`src/rtl/tx_fifo_pkg.sv`:
```
// Shared constants and types for the transmit word-to-byte FIFO.
// Optional word counter in tx_fifo is enabled with the TX_FIFO_COUNT_EN macro.
package tx_fifo_pkg;

   localparam int unsigned BYTE_W         = 8;
   localparam int unsigned BYTES_PER_WORD = 4;
   localparam int unsigned WORD_W         = BYTE_W * BYTES_PER_WORD;

   typedef logic [1:0]        byte_idx_t;
   typedef logic [WORD_W-1:0] word_t;
   typedef logic [BYTE_W-1:0] byte_t;

   // Byte lane select; lane 0 is the least significant byte.
   function automatic byte_t word_byte(input word_t w, input byte_idx_t idx);
      byte_t b;
      unique case (idx)
         2'd0:    b = w[7:0];
         2'd1:    b = w[15:8];
         2'd2:    b = w[23:16];
         default: b = w[31:24];
      endcase
      return b;
   endfunction

endpackage

```
`src/rtl/tx_comb_output.sv`:
```
// Combinational status decode for tx_fifo: full/empty from pointers and wrap toggles,
// plus valid and last-byte indication for the head word.
module tx_comb_output #(
   parameter int unsigned PTR_W = 2
) (
   input  logic [PTR_W-1:0] head_ptr_i,
   input  logic [PTR_W-1:0] tail_ptr_i,
   input  logic             head_tog_i,
   input  logic             tail_tog_i,
   input  logic [1:0]       head_side_i,
   input  logic [1:0]       head_nb_i,
   output logic             full_o,
   output logic             empty_o,
   output logic             rd_valid_o,
   output logic             last_byte_o
);

   logic ptr_eq;

   always_comb begin
      ptr_eq      = (head_ptr_i == tail_ptr_i);
      empty_o     = ptr_eq && (head_tog_i == tail_tog_i);
      full_o      = ptr_eq && (head_tog_i != tail_tog_i);
      rd_valid_o  = !empty_o;
      last_byte_o = rd_valid_o && (head_side_i == head_nb_i);
   end

endmodule

```
`src/rtl/tx_fifo.sv`:
```
// Transmit FIFO: host pushes 32-bit words carrying 1-4 bytes, transmitter pops bytes
// LSB first, first-word-fall-through. TX_FIFO_COUNT_EN adds a registered word_count_o.
module tx_fifo
   import tx_fifo_pkg::*;
#(
   parameter int unsigned  DEPTH = 4,
   localparam int unsigned PTR_W = $clog2(DEPTH)
) (
   input  logic           clk_i,
   input  logic           rst_i,
   input  logic           wr_en_i,
   input  logic [31:0]    wr_data_i,
   input  logic [1:0]     wr_nbytes_i,
   input  logic           rd_en_i,
   input  logic           clr_err_i,
   output logic [7:0]     rd_data_o,
   output logic           rd_valid_o,
   output logic           last_byte_o,
   output logic           full_o,
   output logic           empty_o,
   output logic           overflow_o,
   output logic           underflow_o
`ifdef TX_FIFO_COUNT_EN
   ,
   output logic [PTR_W:0] word_count_o
`endif
);

   localparam logic [PTR_W-1:0] PtrLast = PTR_W'(DEPTH - 1);

   word_t            mem_q [DEPTH];
   byte_idx_t        nb_q  [DEPTH];
   logic [PTR_W-1:0] head_ptr_q, head_ptr_d;
   logic [PTR_W-1:0] tail_ptr_q, tail_ptr_d;
   logic             head_tog_q, head_tog_d;
   logic             tail_tog_q, tail_tog_d;
   byte_idx_t        head_side_q, head_side_d;
   logic             overflow_q, overflow_d;
   logic             underflow_q, underflow_d;

   logic             push;
   logic             pop;
   logic             pop_word;
   word_t            head_word;
   byte_idx_t        head_nb;

   assign head_word = mem_q[head_ptr_q];
   assign head_nb   = nb_q[head_ptr_q];

   tx_comb_output #(
      .PTR_W (PTR_W)
   ) u_status (
      .head_ptr_i  (head_ptr_q),
      .tail_ptr_i  (tail_ptr_q),
      .head_tog_i  (head_tog_q),
      .tail_tog_i  (tail_tog_q),
      .head_side_i (head_side_q),
      .head_nb_i   (head_nb),
      .full_o      (full_o),
      .empty_o     (empty_o),
      .rd_valid_o  (rd_valid_o),
      .last_byte_o (last_byte_o)
   );

   always_comb begin
      push      = wr_en_i && !full_o;
      pop       = rd_en_i && !empty_o;
      pop_word  = pop && last_byte_o;
      rd_data_o = word_byte(head_word, head_side_q);
   end

   always_comb begin
      tail_ptr_d  = tail_ptr_q;
      tail_tog_d  = tail_tog_q;
      head_ptr_d  = head_ptr_q;
      head_tog_d  = head_tog_q;
      head_side_d = head_side_q;

      if (push) begin
         tail_ptr_d = tail_ptr_q + 1'b1;
         if (tail_ptr_q == PtrLast) begin
            tail_tog_d = ~tail_tog_q;
         end
      end

      if (pop) begin
         if (last_byte_o) begin
            head_side_d = '0;
            head_ptr_d  = head_ptr_q + 1'b1;
            if (head_ptr_q == PtrLast) begin
               head_tog_d = ~head_tog_q;
            end
         end else begin
            head_side_d = head_side_q + 1'b1;
         end
      end

      // A fresh error in the clearing cycle keeps the flag set.
      overflow_d  = (overflow_q && !clr_err_i) || (wr_en_i && full_o);
      underflow_d = (underflow_q && !clr_err_i) || (rd_en_i && empty_o);
   end

   always_ff @(posedge clk_i or posedge rst_i) begin
      if (rst_i) begin
         head_ptr_q  <= '0;
         tail_ptr_q  <= '0;
         head_tog_q  <= 1'b0;
         tail_tog_q  <= 1'b0;
         head_side_q <= '0;
         overflow_q  <= 1'b0;
         underflow_q <= 1'b0;
      end else begin
         head_ptr_q  <= head_ptr_d;
         tail_ptr_q  <= tail_ptr_d;
         head_tog_q  <= head_tog_d;
         tail_tog_q  <= tail_tog_d;
         head_side_q <= head_side_d;
         overflow_q  <= overflow_d;
         underflow_q <= underflow_d;
      end
   end

   always_ff @(posedge clk_i or posedge rst_i) begin
      if (rst_i) begin
         for (int i = 0; i < int'(DEPTH); i++) begin
            mem_q[i] <= '0;
            nb_q[i]  <= '0;
         end
      end else if (push) begin
         mem_q[tail_ptr_q] <= wr_data_i;
         nb_q[tail_ptr_q]  <= wr_nbytes_i;
      end
   end

   assign overflow_o  = overflow_q;
   assign underflow_o = underflow_q;

`ifdef TX_FIFO_COUNT_EN
   logic [PTR_W:0] count_q, count_d;

   // Occupancy counts whole words; a word leaves only when its last byte is popped.
   always_comb begin
      count_d = count_q;
      if (push && !pop_word) begin
         count_d = count_q + 1'b1;
      end else if (pop_word && !push) begin
         count_d = count_q - 1'b1;
      end
   end

   always_ff @(posedge clk_i or posedge rst_i) begin
      if (rst_i) begin
         count_q <= '0;
      end else begin
         count_q <= count_d;
      end
   end

   assign word_count_o = count_q;
`else
   logic unused_pop_word;
   assign unused_pop_word = pop_word;
`endif

endmodule

```
`config.mk`:
```
export PLATFORM = sky130hd
export DESIGN_NAME = tx_fifo
export DESIGN_NICKNAME = d
export VERILOG_FILES = /design/src/rtl/tx_fifo_pkg.sv /design/src/rtl/tx_comb_output.sv /design/src/rtl/tx_fifo.sv
export SDC_FILE = /design/constraint.sdc
export NUM_CORES = 1
export LEC_CHECK = 0
export CAP_MARGIN = 0
export CORE_MARGIN = 2
export CORE_UTILIZATION = 55
export CTS_BUF_LIST = sky130_fd_sc_hd__clkbuf_8
export CTS_CLUSTER_SIZE = 10
export DETAILED_ROUTE_END_ITERATION = 7
export GPL_TIMING_DRIVEN = 0
export MAX_ROUTING_LAYER = met4
export PLACE_DENSITY = 0.79
export SLEW_MARGIN = 40
export SYNTH_ARGS = -nofsm -noshare
export SYNTH_HDL_FRONTEND = slang
export SYNTH_SLANG_ARGS = --single-unit
```
`constraint.sdc`:
```
create_clock -name clk_i -period 4.6 [get_ports clk_i]
set_clock_uncertainty 0.2 [all_clocks]
set_input_delay 0.69 -clock clk_i [delete_from_list [all_inputs] [get_ports clk_i]]
set_output_delay 0.69 -clock clk_i [all_outputs]
set_load 0.005 [all_outputs]
```
Word-level counts from Yosys, hierarchy flattened
Cells that the tools add are included.
{"block": "totals", "register_bits": 146, "input_bits": 39, "out_inout_bits": 14}
{"block": "classes", "add_sub_neg": 3, "n_lt_le_gt_ge": 3, "n_eq_ne": 8, "mux": 14, "bitwise_logic": 4, "n_reduce_logical": 19}
{"op": "128-bit bitwise mux", "count": 1}
{"op": "32-bit two-way mux", "count": 3}
{"op": "32-bit binary-select mux with 2-bit select", "count": 1}
{"op": "32-bit demux with 2-bit select", "count": 1}
{"op": "8-bit one-hot mux with 3 select lines", "count": 1}
{"op": "1-bit logical AND", "count": 10}
{"op": "8-bit bitwise mux", "count": 1}
{"op": "2-bit two-way mux", "count": 4}
{"op": "2-bit by 1-bit adder with 2-bit output, second input constant", "count": 3}
{"op": "2-bit == test, second input constant", "count": 3}
{"op": "3-bit >= comparator, second input constant", "count": 2}
{"op": "2-bit inverter with 3-bit output", "count": 2}
{"op": "2-bit binary-select mux with 2-bit select", "count": 1}
{"op": "2-bit demux with 2-bit select", "count": 1}
{"op": "2-bit == test", "count": 2}
{"op": "2-bit AND reduction", "count": 2}
{"op": "1-bit logical NOT", "count": 3}
{"op": "3-bit by 1-bit < comparator with 1-bit output, second input constant", "count": 1}
{"op": "3-bit AND reduction", "count": 1}
{"op": "2-bit by 1-bit == test with 1-bit output, second input constant", "count": 1}
{"op": "2-bit logical NOT", "count": 1}
{"op": "1-bit logical OR", "count": 2}
{"op": "1-bit inverter", "count": 2}
{"op": "1-bit == test", "count": 1}
{"op": "1-bit inequality test", "count": 1}

Logic depth before layout (Yosys ltp)
Gate-level depths: netlist (run 1).
{"block": "depth", "word_depth": 7, "depth_mapped": 8, "ltp_nobuf": 6}

Hierarchy
From an unflattened synthesis (run 1), not the netlist that was laid out.
{"block": "hier_totals", "cells_unflattened": 481, "area_unflattened_um2": 6855.3}
{"module": "tx_fifo", "n_inst": 1, "cells_each": 472, "area_each_um2": 6780.3, "seq_area_each_um2": 3653.5}
{"module": "tx_comb_output", "n_inst": 1, "cells_each": 9, "area_each_um2": 75.1, "seq_area_each_um2": 0.0}

Worst setup path before layout (run 1)
OpenSTA, ideal clock, no wires.
{"block": "synth_timing", "path_kind": "reg-to-output", "from": "reg head_ptr_q[0]", "to": "out rd_data_o[2]", "t_arrival_ps": 1685, "path_slack_ps": 2025, "stages_incl_launch_ff": 6, "path_buffers": 2, "path_cell_list": "dfrtp_1 > buf_6 > buf_2 > mux4_2 > a222oi_1 > o21ai_1"}
{"block": "synth_between", "elab_chain_len": 5}
{"item": "from (decl)", "line": "tx_fifo.sv:33", "text": "logic [PTR_W-1:0] head_ptr_q, head_ptr_d;"}
{"item": "from (signal assigned)", "line": "tx_fifo.sv:113", "text": "head_ptr_q <= head_ptr_d;"}
{"item": "2-bit inverter with 3-bit output (not written as such)", "line": "tx_fifo.sv:47", "text": "assign head_word = mem_q[head_ptr_q];"}
{"item": "32-bit binary-select mux with 2-bit select", "line": "tx_fifo.sv:47"}
{"item": "32-bit two-way mux (not written as such) (2 in series)", "line": "tx_fifo.sv:47"}
{"item": "8-bit one-hot mux with 3 select lines", "line": "tx_fifo_pkg.sv:16", "text": "unique case (idx)"}
{"item": "to (decl)", "line": "tx_fifo.sv:16", "text": "output logic [7:0] rd_data_o,"}
No other way between the ends. The select of a mux whose other input is x is not followed.

Worst setup path in the final report (run 1)
{"block": "layout_timing", "from": "reg head_ptr_q[1]", "to": "out rd_data_o[1]"}
The elaborated chain is that of the path after synthesis.

==> results.txt, run 1 <==
- Placement-stage worst setup slack: 0.9565 ns
- Max-cap violations in this run came to 0.
- Most common cell after layout, fill and taps aside: sky130_fd_sc_hd__dfrtp_1
- Core Region: 12470 µm²
* Tightest slew margin relative to the limit: 47.71%
* Number of placed instances with taps included: 649
- Static leakage: 3.574 nW
* DRC errors left: 0
* Fraction of layout instances using a drive strength above 1: 43.00%
- Full die area: 13520 µm²
- Initial antenna violation count: 0
- The worst register-to-register path begins at head_ptr_q[0].
* Sequential cell area fraction in the yosys report: 52.68%
- For the pin with the worst max-slew slack, the measured transition is 0.7844 ns.
- In this run the worst hold path is classified as reg -> reg.
- In this run the remaining antenna-violating nets after routing total 0.
- Area after detailed placement: 7825 µm²
* Clock-pin slew on the worst setup and hold paths: 0.07 ns
- Power share of the clock group: 14.7%
* I/O pin count: 53
* Critical path capture point: rd_data_o[1]
- Synthesized netlist net count: 467
- Across the VDD grid, the largest voltage drop is 0.3314 mV.
* Initial DRC count: 248
- Share of the synthesized area in the top cell type: 52.68%
* Gp weighted congestion: 0.7700
* Setup slack of the most critical reg-to-reg path: 2.35 ns
* Largest net degree at the start of global routing: 29
- Final hold slack: 0.2932 ns
- For this run, the top clock speed supported by timing is 239.6 MHz.
* Initial Utilization: 55.64%
* Height of the die: 116.3 µm
* Arrival @ worst endpoint: 3.28 ns
* Via count of the first global-routing pass: 4174
* Result of the run: finished, final reports clean
- Commonest cells after routing, fill and taps aside: sky130_fd_sc_hd__dfrtp_1 (146), sky130_fd_sc_hd__mux2_2 (89), sky130_fd_sc_hd__clkdlybuf4s50_1 (52)
- In this run, the combinational gates consume 48.8% of the power.
* First element of the critical path: head_ptr_q[1]
- For the final routed database, the setup TNS stands at 0 ns.
- At the end of the flow, the number of nets in the layout was 544.
* Post-route standard cell area excluding fillers: 8177 µm²
- The clock passes through at most 2 buffers.
- Drt first pass iters: 5
- Counting distinct cell types in the post-synthesis netlist gives 29.
- In this run the power density over the cells is 768.4 nW/µm².
- Antenna Diode Count: 0
- Layout area overhead: 17.90%
- STA puts the critical path data required time at 3.71 ns.
- The worst hold path begins at head_tog_q.
- The hold violation count in the final report came to 0.
* Number of port buffers: 52
- Critical Path End Type: primary output
- Number of buffers inserted for hold repair after clock tree synthesis: 0
- Fraction of power spent switching nets: 32.64%
- Sorting the synthesized cells by area gives the leading types as sky130_fd_sc_hd__dfrtp_1 (53%), sky130_fd_sc_hd__mux2_2 (14%), sky130_fd_sc_hd__mux4_2 (10%), sky130_fd_sc_hd__mux2_4 (8.7%), sky130_fd_sc_hd__buf_6 (2.4%).
- Mean routed wirelength per cell: 20.69 µm
- The synthesized netlist occupies a cell area of 6935 µm².
* Cells along the critical path: buf_6, clkbuf_1, mux4_2, a222oi_1, o21ai_0, clkdlybuf4s50_1
- Switching power summed over all nets: 2.051 mW
- Crit Reg-Reg Endpoint: mem_q[40]
* Cells after Synth: 419
- In this run the post-CTS setup repair buffer count came out at 0.
- After detailed routing, the number of vias per cell comes to 5.722.
- After legalization and detailed placement, the total HPWL measured 10.12 mm.
- Std-Cell Rows: 41
- Clock tree from TritonCTS: yes
* Inserted Clock Buffers: 17
- Setup violations remaining at the end of the flow were counted as 0.
- In the global route stage, overall resource usage came out at 23.53%.
* Largest area contributor in the netlist: sky130_fd_sc_hd__dfrtp_1
- Clock latency on the worst-skew pair, taken at its later pin, is 0.44 ns.
* Proportion of power drawn by flip-flops and latches: 36.5%
- Die W: 116.3 µm
- The tree is rooted in a sky130_fd_sc_hd__clkbuf_8.
- Startpoint-to-endpoint class of the critical path: reg -> out
- The H-tree was split into 4 levels.
* Maximum single-stage delay on the critical path: 0.61 ns
- Total global routing overflow: 0
* Unrepaired setup endpoints after global routing: false
* Depth of the most critical reg-to-reg path: 8
* Period Utilization, post-route: 90.73%
- Across all setup checks in the final design, the least slack found is 0.4265 ns.
- Time the final worst path needs with I/O delays and setup: 4.173 ns
- Internal power of the cells: 4.232 mW
* Count of final max-slew check failures: 0
- The Yosys step of the flow raised 0 warnings.
- Launching element type of the critical path: flop
- Measured on the finished design, the core utilization comes to 65.59%.
- Of all nets on the critical path, the largest fanout is 10.
* Count of clock tree sinks: 146
- The design draws 6.283 mW.
* Vias after detailed routing: 3885
- First-pass GRT wire length: 22.78 mm
* Average size of a mapped cell: 16.55 µm²
- Final non-filler cell total: 679
- Sum of routed wire length over all layers: 14.05 mm
* Post-CTS Resized: 0
- Slowest-stage cell, CP: sky130_fd_sc_hd__clkbuf_1
- Count of state elements after synthesis: 146
==> flip-flops by register name, indices dropped and copies added, names as in the netlist <==
register and cells:
head_tog_q 1, underflow_o 1, overflow_o 1, head_side_q 2
mem_q 128, tail_ptr_q 2, tail_tog_q 1, head_ptr_q 2
nb_q 8
==> worst min path at each step <==
stage	end	slack [ns]	cells past startpoint
2_1_floorplan	mem_q[59]	0.26	1
3_3_place_gp	mem_q[102]	0.27	1
4_1_cts	head_tog_q	0.29	1
5_1_grt	nb_q[7]	0.31	1
6_report	head_tog_q	0.29	1
3_5_place_dp	mem_q[71]	0.28	1
==> synthesized netlist by cell type <==
cell type	n
sky130_fd_sc_hd__a21o_1	1
sky130_fd_sc_hd__a222oi_1	8
sky130_fd_sc_hd__a22o_1	2
sky130_fd_sc_hd__a32oi_4	1
sky130_fd_sc_hd__and3_1	1
sky130_fd_sc_hd__buf_1	1
sky130_fd_sc_hd__buf_12	1
sky130_fd_sc_hd__buf_2	2
sky130_fd_sc_hd__buf_6	15
sky130_fd_sc_hd__clkbuf_1	6
sky130_fd_sc_hd__dfrtp_1	146
sky130_fd_sc_hd__ha_1	9
sky130_fd_sc_hd__inv_1	7
sky130_fd_sc_hd__mux2_1	9
sky130_fd_sc_hd__mux2_2	89
sky130_fd_sc_hd__mux2_4	40
sky130_fd_sc_hd__mux2i_1	4
sky130_fd_sc_hd__mux4_2	32
sky130_fd_sc_hd__nand2_1	13
sky130_fd_sc_hd__nand2_8	4
sky130_fd_sc_hd__nor2_1	3
sky130_fd_sc_hd__nor2_2	1
sky130_fd_sc_hd__nor2b_1	1
sky130_fd_sc_hd__nor3b_1	2
sky130_fd_sc_hd__o21a_2	1
sky130_fd_sc_hd__o21ai_0	6
sky130_fd_sc_hd__o21ai_1	4
sky130_fd_sc_hd__xnor2_1	8
sky130_fd_sc_hd__xor2_1	2
==> final cells by class <==
class / count / area (µm²)
Clock inverter: 12 / 103.9
Fill cell: 873 / 4289
Tap cell: 172 / 215.2
Multi-Input combinational cell: 241 / 3030
Sequential cell: 146 / 3654
Clock buffer: 18 / 247.7
Inverter: 7 / 30.03
Timing Repair Buffer: 58 / 670.6
Buffer: 25 / 225.2
==> critical path: cells and delay by family (launching register included) <==
kind,cells,cell delay (ns)
AOI/OAI and AO/OA,2,0.70
buffers and inverters,3,1.29
DFF,1,0.40
muxes,1,0.45
==> cell families (layout without fill, tap and decap cells) <==
group / Yosys count / in the layout / share of synthesized area (%)
buf+inv: 32 / 120 / 3.626
flops: 146 / 146 / 52.68
simple gates: 25 / 25 / 2.508
compound gates: 23 / 23 / 2.760
mux: 174 / 174 / 35.54
xor+xnor: 10 / 10 / 1.263
fa+ha+maj: 9 / 9 / 1.624
==> power groups by stage <==
stage / registers, mW / clock network [mW] / logic (mW)
after global placement: 2.26 / 0 / 2.98
after detailed placement: 2.31 / 0 / 3.08
after floorplan: 2.19 / 0 / 2.25
final: 2.30 / 0.922 / 3.07
after global routing: 2.37 / 1.00 / 3.25
after CTS: 2.29 / 0.939 / 3.10
==> metal layers <==
| metal | routed length, µm | part of all wire [%] | vias to the layer above | global-route usage, % |
|---|---|---|---|---|
| li1 | - | - | 1709 | - |
| met1 | 6259 | 45 | 2061 | 32.30 |
| met2 | 7020 | 50 | 90 | 35.93 |
| met3 | 511 | 3.6 | 25 | 4.255 |
| met4 | 259 | 1.8 | 0 | 7.937 |
| met5 | 0 | 0 | - | - |
No activity file was read; power rests on OpenSTA's default activity.
==> run 2: changes to the inputs <==
--- a/config.mk
+++ b/config.mk
@@ -8,7 +8,7 @@
 export CAP_MARGIN = 0
 export CORE_MARGIN = 2
 export CORE_UTILIZATION = 55
-export CTS_BUF_LIST = sky130_fd_sc_hd__clkbuf_8
+export CTS_BUF_LIST = sky130_fd_sc_hd__clkbuf_4 sky130_fd_sc_hd__clkbuf_8
 export CTS_CLUSTER_SIZE = 10
 export DETAILED_ROUTE_END_ITERATION = 7
 export GPL_TIMING_DRIVEN = 0
==> run 2 against run 1 <==
Against the previous run: total power grew 0.65%; combinational power is essentially flat; cell count stayed put; wire length hardly changed; worst hold slack hardly changed; critical path type unchanged; critical endpoint unchanged; largest power group unchanged.
==> results.txt, run 2 (synthesis results as in run 1) <==
* Number of buffers inserted for hold repair after clock tree synthesis: 0 (unchanged)
- Initial DRC count: 234 (was 248)
- The number of nets still failing antenna checks after routing is 0 (unchanged).
- The post-route cell area was 8195 µm² (was 8177 µm²).
- The worst slew slack as a fraction of its limit came to 47.68% (was 47.71%).
* Inserted Clock Buffers: 17 (unchanged)
- The total length of routed wires is 14.04 mm (was 14.05 mm).
* Required time worst endpoint: 3.71 ns (about the same)
* Root buffer cell: sky130_fd_sc_hd__clkbuf_8 (unchanged)
- The clock latency reported for the late side of the worst-skew pair is 0.44 ns (about the same).
- The vias after detailed routing was 3880 (was 3885).
- The TritonCTS clock tree was yes (unchanged).
* Largest registers: mem_q x128, nb_q x8 (unchanged)
- Maximum vdd ir drop: 0.3310 mV (was 0.3314 mV)
- Commonest cells after routing, fill and taps aside: sky130_fd_sc_hd__dfrtp_1 (146), sky130_fd_sc_hd__mux2_2 (89), sky130_fd_sc_hd__clkdlybuf4s50_1 (52) (unchanged)
- Mean routed wirelength per cell: 20.67 µm (was 20.69 µm)
- Unrepaired setup endpoints after global routing: false (unchanged).
- The final global-route overflow total was 0 (unchanged).
* Number of placed instances with taps included: 649 (unchanged)
* Worst Setup Slack, final: 0.4407 ns (was 0.4265 ns)
- Time the final worst path needs with I/O delays and setup: 4.159 ns (was 4.173 ns)
- The via-per-instance ratio is 5.714 (was 5.722).
- The leading cell type in the layout, fill and taps excluded is sky130_fd_sc_hd__dfrtp_1 (unchanged).
* Post-CTS Resized: 0 (unchanged)
* Height of the die: 116.3 µm (unchanged)
- The maximum number of pins on one net before global-route repair is 29 (unchanged).
- The x dimension of the die came to 116.3 µm (unchanged).
* Std-Cell Rows: 41 (unchanged)
- The part of the cycle the worst path needs is 90.42% (was 90.73%).
- Clock-pin slew on the worst setup and hold paths: 0.07 ns (about the same)
* Worst-path maximum fanout: 10 (unchanged)
* First-pass GRT wire length: 22.76 mm (was 22.78 mm)
* Final Hold Fails: 0 (unchanged)
- The signed area change from the synthesized netlist to the final layout was 18.17% (was 17.90%).
- Reported max-cap violation count: 0 (unchanged)
- The first-pass iteration count of the detailed router came to 4 (was 5).
* Setup bufs post-CTS: 0 (unchanged)
* Number of port buffers: 52 (unchanged)
* H-tree level count: 4 (unchanged)
* Final Total Pwr: 6.324 mW (was 6.283 mW)
* Via count of the first global-routing pass: 4173 (was 4174)
- Tightest Pin Transition: 0.7848 ns (was 0.7844 ns)
* Startpoint-to-endpoint class of the critical path: reg -> out (unchanged)
- The total clock sinks is 146 (unchanged).
- Max Freq: 240.4 MHz (was 239.6 MHz)
- Count of final max-slew check failures: 0 (unchanged)
* Final-layout fill cell count: 867 (was 873)
- The post-placement worst setup slack came to 0.9565 ns (unchanged).
* Fraction of layout instances using a drive strength above 1: 43.98% (was 43.00%)
- Arrival @ worst endpoint: 3.27 ns (was 3.28 ns)
- The instance area at placement is 7825 µm² (unchanged).
* Worst min-delay path category: reg -> reg (unchanged)
- The total of endpoints with negative setup slack in the final report came to 0 (unchanged).
* I/O pin count: 53 (unchanged)
* Antenna Diode Count: 0 (unchanged)
- The flip-flop count of the largest register, all copies and words added is 128 (unchanged).
- The register name with the most flops is mem_q (unchanged).
- Critical Path End Type: primary output (unchanged)
* Final non-filler cell total: 679 (unchanged)
- Final net count: 544 (unchanged)
- Gp weighted congestion: 0.7700 (unchanged)
- The post-route setup TNS was 0 ns (unchanged).
- The overall global routing resource usage came to 23.52% (was 23.53%).
* Static leakage: 3.570 nW (was 3.574 nW)
- Result of the run: finished, final reports clean (unchanged)
- The initial antenna violation count was 0 (unchanged).
* Initial Utilization: 55.64% (unchanged)
- The overall die area came to 13520 µm² (unchanged).
- Launching element type of the critical path: flop (unchanged)
* Total power divided by cell area: 771.6 nW/µm² (was 768.4 nW/µm²)
- The maximum root-to-sink buffer count was 2 (unchanged).
* Half-perimeter wire length of the detailed placement result: 10.12 mm (unchanged)
- The total core area came to 12470 µm² (unchanged).
- The DRC violation count after routing was 0 (unchanged).
==> run 2: per-stage QoR <==
stage / hold slack, ns / utilization (%)
2_1_floorplan: 0.2587 / -
3_3_place_gp: 0.2693 / 61.57
3_5_place_dp: 0.2809 / 62.77
4_1_cts: 0.2939 / 65.74
5_1_grt: 0.3120 / 65.74
6_report: 0.2932 / 65.74
==> run 2: where the power goes <==
part	switching (mW)	leakage (nW)	internal, mW
registers	0.349	1.74	1.95
logic	1.26	1.63	1.81
clock network	0.446	0.200	0.515
==> run 2: area by class of cell <==
| class | instances | area, µm² | area share [%] |
|---|---|---|---|
| Sequential cell | 146 | 3654 | 44.58 |
| Multi-Input combinational cell | 241 | 3030 | 36.98 |
| Timing Repair Buffer | 58 | 670.6 | 8.183 |
| Clock buffer | 23 | 285.3 | 3.481 |
| Buffer | 25 | 225.2 | 2.748 |
| Tap cell | 172 | 215.2 | 2.626 |
| Clock inverter | 7 | 85.08 | 1.038 |
| Inverter | 7 | 30.03 | 0.3664 |
==> run 2: routing by layer <==
metal | track usage, % | vias to the layer above | wire [µm]
met5 | - | - | 0
met2 | 35.93 | 82 | 7013
met4 | 7.937 | 0 | 258
met3 | 4.255 | 25 | 551
met1 | 32.26 | 2063 | 6215
li1 | - | 1710 | -
==> run 2: final timing paths <==
check | start | to | slack [ns] | cells after the start
max reg2reg | head_ptr_q[0] | mem_q[40] | 2.34 | 8
min | head_tog_q | head_tog_q | 0.29 | 1
min reg2reg | head_tog_q | head_tog_q | 0.29 | 1
max in group asynchronous | rst_i | mem_q[47] | 2.98 | 5
max | head_ptr_q[1] | rd_data_o[1] | 0.44 | 6
min in group asynchronous | rst_i | mem_q[61] | 0.40 | 2
==> run 2: critical path, cell delays in order, from the launching register on <==
cell and delay, ns:
sky130_fd_sc_hd__dfrtp_1 0.40, sky130_fd_sc_hd__buf_6 0.19, sky130_fd_sc_hd__clkbuf_1 0.61, sky130_fd_sc_hd__mux4_2 0.45
sky130_fd_sc_hd__a222oi_1 0.48, sky130_fd_sc_hd__o21ai_0 0.21, sky130_fd_sc_hd__clkdlybuf4s50_1 0.49
==> RTL change, RTL diff (config.mk and constraints of run 1) <==
The option `TX_FIFO_COUNT_EN` is turned on by a define.
--- a/src/rtl/tx_fifo.sv
+++ b/src/rtl/tx_fifo.sv
@@ -2,2 +2,4 @@
 // LSB first, first-word-fall-through. TX_FIFO_COUNT_EN adds a registered word_count_o.
+`define TX_FIFO_COUNT_EN
+
 module tx_fifo
Check against the original RTL (old outputs only; new: word_count_o): equivalent (Yosys induction, for registers that start in step).
==> RTL change against run 1 <==
Design area up 6.2%. Total power up 10%. Wire length up 12%. Critical path depth unchanged. Via count up 4.2%. Register-to-register slack worse by 0.66 ns. Setup slack worse by 0.039 ns. Sequential cell count up 3. Synthesized area up 5.9%. Hold slack worse by 0.016 ns. Critical endpoint is now rd_data_o[7]. Highest routed layer unchanged.
==> RTL change: results (changes against run 1) <==
grt_max_degree: 27  # -6.9%
crit_end: "rd_data_o[7]"
place_hpwl_mm: 11.0  # +8.4%
r2r-end: "word_count_o[2]$_DFFE_PP0P_"
fill_cells: 932  # +6.8%
clkCellAreaFrac_pct: 4.89  # +0.59 points
wl_met3_um: 703  # +38%
num-nets-final: 563  # +3.5%
reg2reg_slack_ns: 1.69  # -0.66 ns
synth_area_leaders: "dfrtp_1 51%, mux2_4 25%, mux4_2 9.8%"
min_from: "word_count_o[2]$_DFFE_PP0P_"
track_usage_pct: 25.2  # +1.7 points
grt_use_met3_pct: 5.80  # +1.5 points
synth.area.mux_share_pct: 37.8  # +2.3 points
synth_xor_area_share_pct: 1.43  # +0.17 points
place.gp.congestion: 0.789  # +2.5%
crit_arrival_ns: 3.32  # +0.04 ns
r2r_cells: 10  # +2
p_leak_nw: 4.10  # +15%
clock_buffers: 19  # +1
synth_common_cells: "149 x dfrtp_1, 120 x mux2_4, 32 x mux4_2"
use_met1_pct: 34.8  # +2.5 points
avgViaCountPerCell: 5.77  # +0.78%
status: "finished, final reports clean"
initialDrtViolationCount: 261  # +5.2%
seq_share_pct: 43.0  # -1.7 points
grt_pass1_vias: 4550  # +9.0%
yosysSeqAreaShare_pct: 50.8  # -1.9 points
comb.multi_input.count: 251  # +4.1%
power_density_nw_per_um2: 799  # +4.0%
synth_compound_area_share_pct: 2.64  # -0.12 points
first_pass_iters: 6  # +1
grt_first_pass_wirelength_mm: 26.3  # +15%
ys_ff_latch: 149  # +2.1%
synth_nets: 483  # +3.4%
wirelength_mm: 15.8  # +12%
multi_input_area_share_pct: 38.9  # +1.8 points
wl_met1_mm: 7.08  # +13%
grt_use_met2_pct: 38.8  # +2.9 points
met2WireLength_mm: 7.79  # +11%
drive_gt1_share_pct: 41.3  # -1.7 points
portBuffers: 55  # +5.8%
final-nonclk-buf-share_pct: 10.3  # -0.62 points
synthAdderAreaFrac_pct: 1.98  # +0.35 points
==> RTL change: cell count changes in the layout (fill, tap and decap cells not counted), moves of 4 or more <==
cell	run 1	this run
mux2_1	9	17
mux2_2	89	2
mux2_4	40	120
nand2_4	0	4
nand2_8	4	0
o21ai_0	6	1
o21ai_1	4	10
==> RTL change: metrics by stage <==
step | instance area, µm² | instances | setup WS, ns | hold WS (ns) | total power, mW
5_1_grt | 8680 | 702 | 0.261 | 0.302 | 7.32
3_5_place_dp | 8260 | 670 | 0.894 | 0.261 | 5.86
3_3_place_gp | 8120 | 664 | 0.683 | 0.259 | 5.71
4_1_cts | 8680 | 702 | 0.401 | 0.285 | 6.98
2_1_floorplan | 7350 | 433 | 1.84 | 0.259 | 4.83
6_report | 8680 | 702 | 0.387 | 0.277 | 6.94
==> RTL change: power by group <==
group | internal [mW] | switching, mW
clock network | 0.609 | 0.477
logic | 2.10 | 1.36
registers | 1.99 | 0.403
total | 4.70 | 2.24
